--- src/rtl/io_fl_pkg.sv ---
// Shared sizing and bus helpers for the floating-point core I/O port.
// Default geometry lives here so the port and its bench agree on word layout.
package io_fl_pkg;

  localparam int DEF_NBMANT = 16;
  localparam int DEF_NBEXPO = 6;
  localparam int DEF_NUIOIN = 8;
  localparam int DEF_NUIOOU = 8;

  // Sign + exponent + mantissa.
  function automatic int word_w(input int nbmant, input int nbexpo);
    return nbmant + nbexpo + 1;
  endfunction

  localparam int W    = word_w(DEF_NBMANT, DEF_NBEXPO);
  localparam int AIN  = $clog2(DEF_NUIOIN);
  localparam int AOUT = $clog2(DEF_NUIOOU);
  localparam int BUS_W = ((DEF_NUIOIN > DEF_NUIOOU) ? DEF_NUIOIN : DEF_NUIOOU) * W;

  // Word idx of a flattened channel bus laid out as channel k at [k*W +: W].
  function automatic logic [W-1:0] bus_slice(input logic [BUS_W-1:0] bus, input int idx);
    return bus[idx*W +: W];
  endfunction

endpackage

--- src/rtl/io_slot_fl.sv ---
// One word register with a full flag; err pulses on a consume of an empty slot
// or a load that overwrites an unconsumed word.
module io_slot_fl
  import io_fl_pkg::*;
#(
  parameter int DW = W
) (
  input  logic          clk,
  input  logic          rst,
  input  logic          load,
  input  logic [DW-1:0] din,
  input  logic          consume,
  output logic [DW-1:0] dout,
  output logic          full,
  output logic          err
);

  // NOTE: the data word is reset too, because a read of a never-filled slot must return 0.
  always_ff @(posedge clk or negedge rst) begin
    if (!rst) begin
      dout <= '0;
      full <= 1'b0;
    end else if (load) begin
      // NOTE: non-blocking so every slot samples the same pre-edge state.
      dout <= din;
      full <= 1'b1;
    end else if (consume) begin
      full <= 1'b0;
    end
  end

  // A load concurrent with a consume replaces the word cleanly.
  assign err = (consume && !full) || (load && full && !consume);

endmodule

--- src/rtl/io_port_fl.sv ---
// Peripheral responder for the FP core: input holding slots feed core reads,
// output slots capture core writes; loss and staleness go to sticky status bits.
module io_port_fl
  import io_fl_pkg::*;
#(
  parameter  int NBMANT = DEF_NBMANT,
  parameter  int NBEXPO = DEF_NBEXPO,
  parameter  int NUIOIN = DEF_NUIOIN,
  parameter  int NUIOOU = DEF_NUIOOU,
  localparam int W      = word_w(NBMANT, NBEXPO)
) (
  input  logic                      clk,
  input  logic                      rst,
  input  logic                      req_in,
  input  logic [$clog2(NUIOIN)-1:0] addr_in,
  output logic [W-1:0]              io_in,
  input  logic                      out_en,
  input  logic [$clog2(NUIOOU)-1:0] addr_out,
  input  logic [W-1:0]              data_out,
  input  logic [NUIOIN*W-1:0]       ext_in_data,
  input  logic [NUIOIN-1:0]         ext_in_valid,
  output logic [NUIOIN-1:0]         ext_in_ready,
  output logic [NUIOOU*W-1:0]       ext_out_data,
  output logic [NUIOOU-1:0]         ext_out_valid,
  input  logic [NUIOOU-1:0]         ext_out_ready,
  output logic [NUIOIN-1:0]         in_underflow,
  output logic [NUIOOU-1:0]         out_overflow,
  input  logic                      clr_status
);

  logic [W-1:0]      hold [NUIOIN];
  logic [NUIOIN-1:0] in_full, in_load, in_consume, in_err;
  logic [NUIOOU-1:0] out_write, out_take, out_err;

  for (genvar i = 0; i < NUIOIN; i++) begin : g_in
    assign in_consume[i]   = req_in && (int'(addr_in) == i);
    // A full slot still accepts a word in the cycle the core drains it.
    assign ext_in_ready[i] = rst && (!in_full[i] || in_consume[i]);
    assign in_load[i]      = ext_in_valid[i] && ext_in_ready[i];

    io_slot_fl #(.DW(W)) u_slot (
      .clk     (clk),
      .rst     (rst),
      .load    (in_load[i]),
      .din     (ext_in_data[i*W +: W]),
      .consume (in_consume[i]),
      .dout    (hold[i]),
      .full    (in_full[i]),
      .err     (in_err[i])
    );
  end

  for (genvar j = 0; j < NUIOOU; j++) begin : g_out
    assign out_write[j] = out_en && (int'(addr_out) == j);
    assign out_take[j]  = ext_out_valid[j] && ext_out_ready[j];

    io_slot_fl #(.DW(W)) u_slot (
      .clk     (clk),
      .rst     (rst),
      .load    (out_write[j]),
      .din     (data_out),
      .consume (out_take[j]),
      .dout    (ext_out_data[j*W +: W]),
      .full    (ext_out_valid[j]),
      .err     (out_err[j])
    );
  end

  // NOTE: default first so every path assigns io_in and no latch is inferred.
  always_comb begin
    io_in = '0;
    if (int'(addr_in) < NUIOIN) io_in = hold[addr_in];
  end

  // A set condition in the clear cycle wins.
  always_ff @(posedge clk or negedge rst) begin
    if (!rst) begin
      in_underflow <= '0;
      out_overflow <= '0;
    end else begin
      in_underflow <= (clr_status ? '0 : in_underflow) | in_err;
      out_overflow <= (clr_status ? '0 : out_overflow) | out_err;
    end
  end

endmodule
--- config.mk ---
export PLATFORM = sky130hd
export DESIGN_NAME = io_port_fl
export DESIGN_NICKNAME = d
export VERILOG_FILES = /design/src/rtl/io_fl_pkg.sv /design/src/rtl/io_slot_fl.sv /design/src/rtl/io_port_fl.sv
export SDC_FILE = /design/constraint.sdc
export NUM_CORES = 1
export LEC_CHECK = 0
export CORE_MARGIN = 2
export CORE_UTILIZATION = 40
export DETAILED_ROUTE_END_ITERATION = 7
export PLACE_DENSITY = 0.77
export SETUP_SLACK_MARGIN = 0.4
export SKIP_CTS_REPAIR_TIMING = 1
export SYNTH_ARGS = -nofsm -noshare
export SYNTH_HDL_FRONTEND = slang
export SYNTH_HIERARCHICAL = 1
export SYNTH_SLANG_ARGS = --single-unit
export TNS_END_PERCENT = 10
--- constraint.sdc ---
create_clock -name clk -period 3.04 [get_ports clk]
set_clock_uncertainty 0.15 [all_clocks]
set_input_delay 0.608 -clock clk [delete_from_list [all_inputs] [get_ports clk]]
set_output_delay 0.608 -clock clk [all_outputs]
set_load 0.01 [all_outputs]
Word-level counts from Yosys, hierarchy flattened

Cells that the tools add are included.

Bits in writable memories: 0
Latch bits: 0
Word-level logic and storage cells: 251
Flip-flop bits (word level): 400
Memories: 0
ROM bits: 0

Divide/modulo/power cells: 0
Bitwise gates (word level): 3
Reductions and logical operators: 162
$mul: 0
Shift operators: 0
Add/sub/neg operators: 0
Multiplexer cells: 37
Order comparisons: 1
Equality and inequality tests: 14

Operators by type and width:

| kind                                                                  | count |
|---|---|
| 1-bit logical AND                                                     | 88 |
| 23-bit binary-select mux with 3-bit select                            | 1 |
| 23-bit 2-to-1 mux                                                     | 2 |
| 1-bit logical NOT                                                     | 32 |
| 1-bit 2-to-1 mux                                                      | 32 |
| 2-bit nonzero test                                                    | 16 |
| 3-bit equality test, second input constant                            | 8 |
| 1-bit logical OR                                                      | 24 |
| 8-bit 2-to-1 mux                                                      | 2 |
| 8-bit OR                                                              | 2 |
| 3-bit by 2-bit equality test with 1-bit output, second input constant | 4 |
| 3-bit by 1-bit equality test with 1-bit output, second input constant | 2 |
| 3-bit logical NOT                                                     | 2 |
| 4-bit greater-or-equal comparator, second input constant              | 1 |
| 3-bit inverter with 4-bit output                                      | 1 |

Longest topological paths before layout

Word-level depth: 9
Depth in mapped cells: 11
Gate-level depth less buffers: 6

By module

Netlist, hierarchy kept.

By module, submodules not included:

| module     | times used | cells each | area each (µm²) | seq. area each (µm²) |
|---|---|---|---|---|
| io_slot_fl | 16         | 54         | 1,002.2         | 600.6 |
| io_port_fl | 1          | 257        | 2,332.2         | 400.4 |

Least setup slack after synthesis

Ideal clock, no wire load.

Path kind: input -> register
Start point: input addr_in[1]
End point: register g_in[5].u_slot.dout[0]
Stages: 9
Slack: 0.596 ns
Data required time: 2.765 ns
Setup time: 0.125 ns
Arrival: 2.169 ns
Cells stage by stage: buf_6 buf_12 buf_12 nand4b_1 a21boi_1 and2_1 buf_6 buf_12 mux2_4

Longest elaborated chain between the ends: 5

Ends and longest elaborated chain:

| what                   | line             | source |
|---|---|---|
| start: declaration     | io_port_fl.sv:15 | `input logic [$clog2(NUIOIN)-1:0] addr_in,` |
| 3-bit equality test    | io_port_fl.sv:36 | `assign in_consume[i] = req_in && (int'(addr_in) == i);` |
| 1-bit logical AND      | io_port_fl.sv:36 |  |
| 1-bit logical OR       | io_port_fl.sv:38 | `assign ext_in_ready[i] = rst && (!in_full[i] \|\| in_consume[i]);` |
| 1-bit logical AND      | io_port_fl.sv:38 |  |
| via ext_in_ready[5]    | io_port_fl.sv:22 | `output logic [NUIOIN-1:0] ext_in_ready,` |
| 1-bit logical AND      | io_port_fl.sv:39 | `assign in_load[i] = ext_in_valid[i] && ext_in_ready[i];` |
| via in_load[5]         | io_port_fl.sv:32 | `logic [NUIOIN-1:0] in_full, in_load, in_consume, in_err;` |
| end signal: assignment | io_slot_fl.sv:25 | `dout <= din;` |
| end: declaration       | io_slot_fl.sv:13 | `output logic [DW-1:0] dout,` |

The timed path passes the listed nets, and every way through them passes these cells.
A chain may end at the register's enable or synchronous reset.

Worst setup path after layout

Start point: register g_in[6].u_slot.dout[7]
End point: output io_in[7]

Longest elaborated chain between the ends: 3

Ends and longest elaborated chain:

| what                                                  | line             | source |
|---|---|---|
| start: declaration                                    | io_slot_fl.sv:13 |  |
| start signal: assignment                              | io_slot_fl.sv:25 |  |
| 23-bit binary-select mux with 3-bit select            | io_port_fl.sv:72 | `if (int'(addr_in) < NUIOIN) io_in = hold[addr_in];` |
| 23-bit 2-to-1 mux (not written as such) (2 in series) | io_port_fl.sv:72 |  |
| end: declaration                                      | io_port_fl.sv:16 | `output logic [W-1:0] io_in,` |

Every way passes these cells. The select of a mux whose other input is x is not followed.

==> key figures <==
Routing
  – Initial DRC count: 703
  – Drt total wl: 57970 um
  – Wire per inst: 25.26 um
  – Post-DR vias/cell: 5.161
  – DR vias: 11850
  – Drt first pass iters: 5
  – Post-DRT Antenna Nets: 0
  – DRC violations left: 0

Worst setup path
  – Kind of critical path: flop to output pin
  – Crit. End Element: output pin
  – Crit path launch type: flop
  – Chain of cells forming the critical path: mux4_2 -> nand2_1 -> nand2_1 -> clkdlybuf4s50_1
  – Worst path max stage delay: 0.57 ns
  – Crit-path slowest cell: clkdlybuf4s50_1
  – Crit path DAT: 2.18 ns
  – CP Data Required Time: 2.28 ns
  – CP max FO: 2
  – CP most frequent cell: nand2_1

Die
  – Die width: 218.3 um
  – Total core area: 45380 um2
  – I/O pin cnt: 473
  – Site Rows: 78
  – Die H: 218.3 um
  – Die area: 47650 um2
  – Initial Util: 0.4047

Timing
  – Hold Fails Final Rpt: 0
  – Min cycle time layout: 2.934 ns
  – RSZ-0062 raised after global routing: true
  – Slew @ Worst Pin: 0.9408 ns
  – Fin crit share: 0.9653
  – Slew Viols, Final: 0
  – # setup viols final: 0
  – Max-slew headroom: 0.3728
  – Fmax: 0.3408 GHz

Layout
  – Fillers: 3570
  – Share of post-route cells with drive strength above 1: 0.3637
  – Nets@finish: 1890
  – Final std cells w/o fill: 2295
  – Final Util: 0.5620
  – Layout Area Growth over Synthesis: 38.85%

Clock network
  – H-tree depth: 2
  – Total CTS buffers: 43
  – CTS root buffer: clkbuf_16
  – TritonCTS Sinks: 400
  – Bufs on Longest Clock Path: 3
  – CTS tree: built
  – Clock-pin transition on the worst setup and hold timing paths: 0.06 ns
  – Clock latency on the worst-skew pair: 0.59 ns

Global route
  – First-pass GRT wire length: 84010 um
  – Number of global-route vias before repair: 12930
  – Remaining Overflow, GRT: 0
  – GR Util All Layers: 0.2378
  – Initial antenna violation count: 7
  – Largest net degree at the start of global routing: 129

Yosys
  – Mapped Avg Cell Area: 16.39 um2
  – Synth top cells by count: dfrtp_1, mux2_4, mux2_2
  – Async SR Flop Fraction: 1.000
  – Register area share after synthesis: 0.5450
  – Synth area leaders: dfrtp_1, mux2_4, mux2_2
  – Area share of the largest cell type after synthesis: 0.5450
  – Syn_nets: 1355
  – Synthesis Warnings: 6
  – Post-Syn Instances: 1121
  – Post-Syn Area: 18370 um2
  – Synth area leader: dfrtp_1
  – Primary FF master, synth: dfrtp_1
  – Number of flops mapped to enable cells by yosys: 0
  – Post-synthesis cell type count: 39
  – Yosys reg bits: 400
  – Most frequent cell after synthesis: dfrtp_1

Outcome
  – Status: finished clean

Min path
  – Class of the worst hold path: input port to asynchronous set/reset pin

Job
  – Max Cap Viol: 0

Placed design
  – Post-placement cell count: 2200
  – Buffers added on ports: 472
  – Final GP Congestion: 0.8956
  – DP HPWL: 41710 um

Power
  – Pwr per Cell Area: 816.9 nW/um2
  – LEAKAGE: 11.37 nW
  – VDD IR max: 0.5599 mV
  – Final Power: 0.02083 W
final timing paths:
path	to	cells past startpoint	slack, ns	from
worst min-delay path	g_out[1].u_slot/dout[3]	2	0.05	rst
max in group asynchronous	g_out[6].u_slot/dout[11]	4	0.89	rst
worst max-delay path	io_in[7]	4	0.11	g_in[6].u_slot/dout[7]
worst min register to register	in_underflow[2]	1	0.33	in_underflow[2]
worst max register to register	g_in[7].u_slot/dout[22]	6	1.17	g_in[7].u_slot/full
min in group clk	in_underflow[2]	1	0.33	in_underflow[2]
sequential cells by signal, indices dropped and copies added (netlist names):
| signal | cells |
|---|---|
| in_underflow | 8 |
| out_overflow | 8 |
| g_out.u_slot/dout | 184 |
| g_in.u_slot/dout | 184 |
| g_out.u_slot/full | 8 |
| g_in.u_slot/full | 8 |
through the flow:
stage	worst slack (ns)	TNS, ns	hold WS (ns)	cell area (um2)
after floorplan	0.5960	0	0.1624	18370
after global placement	-0.2701	-1.090	0.3114	23720
after detailed placement	-0.2443	-1.728	0.3214	23720
after CTS	-0.2394	-1.926	-0.2912	25200
after global routing	0.03340	0	0.07403	25500
final	0.1055	0	0.05028	25500
metal layers:
metal	vias to the layer above	wire length, um	GRT usage
met1	6116	22110	0.2776
met3	109	5250	0.07836
met4	8	1945	0.08367
met5	-	51	0
met2	520	28610	0.4088
li1	5092	-	-
power by group:
group	internal (W)	switching (W)
clock network	0.00317	0.00227
registers	0.00725	0.00141
logic	0.00442	0.00231
total	0.0148	0.00599
critical path, delay by kind of cell, from the launching register on:
| kind | cells | cell delay, ns |
|---|---|---|
| buffers and inverters | 1 | 0.57 |
| flip-flops | 1 | 0.40 |
| multiplexers | 1 | 0.47 |
| AND/OR/NAND/NOR | 2 | 0.17 |
layout by cell type, fill, tap and decap left out, drive strengths merged, types with 16 or more instances in the layout:
| master | n |
|---|---|
| buf | 90 |
| clkdlybuf4s50 | 444 |
| mux2 | 403 |
| a21o | 32 |
| mux4 | 16 |
| nand3b | 17 |
| inv | 29 |
| dlymetal6s2s | 23 |
| o21ai | 16 |
| o22ai | 21 |
| o221ai | 17 |
| nand2 | 26 |
| clkbuf | 58 |
| dfrtp | 400 |
cell type report:
| cell class | count | area, um2 | share of cell area |
|---|---|---|---|
| sequential | 400 | 10010 | 0.3925 |
| clock buffer | 57 | 1209 | 0.04739 |
| clock inverter | 23 | 270.3 | 0.01060 |
| inverter | 27 | 101.3 | 0.003974 |
| multi-input combinational | 624 | 7430 | 0.2913 |
| timing repair buffer | 560 | 5723 | 0.2244 |
| antenna | 4 | 10.01 | 0.0003925 |
| tap | 600 | 750.7 | 0.02944 |
kinds of logic (layout without fill, tap and decap cells):
group,Yosys count,in the layout,share of synthesized area
AO/OA/AOI/OAI,111,111,0.04189
AND/OR/NAND/NOR,92,92,0.02827
multiplexers,421,421,0.3266
other,0,4,0
buffers and inverters,97,667,0.05824
flip-flops,400,400,0.5450
No activity file was read; power rests on OpenSTA's default activity.
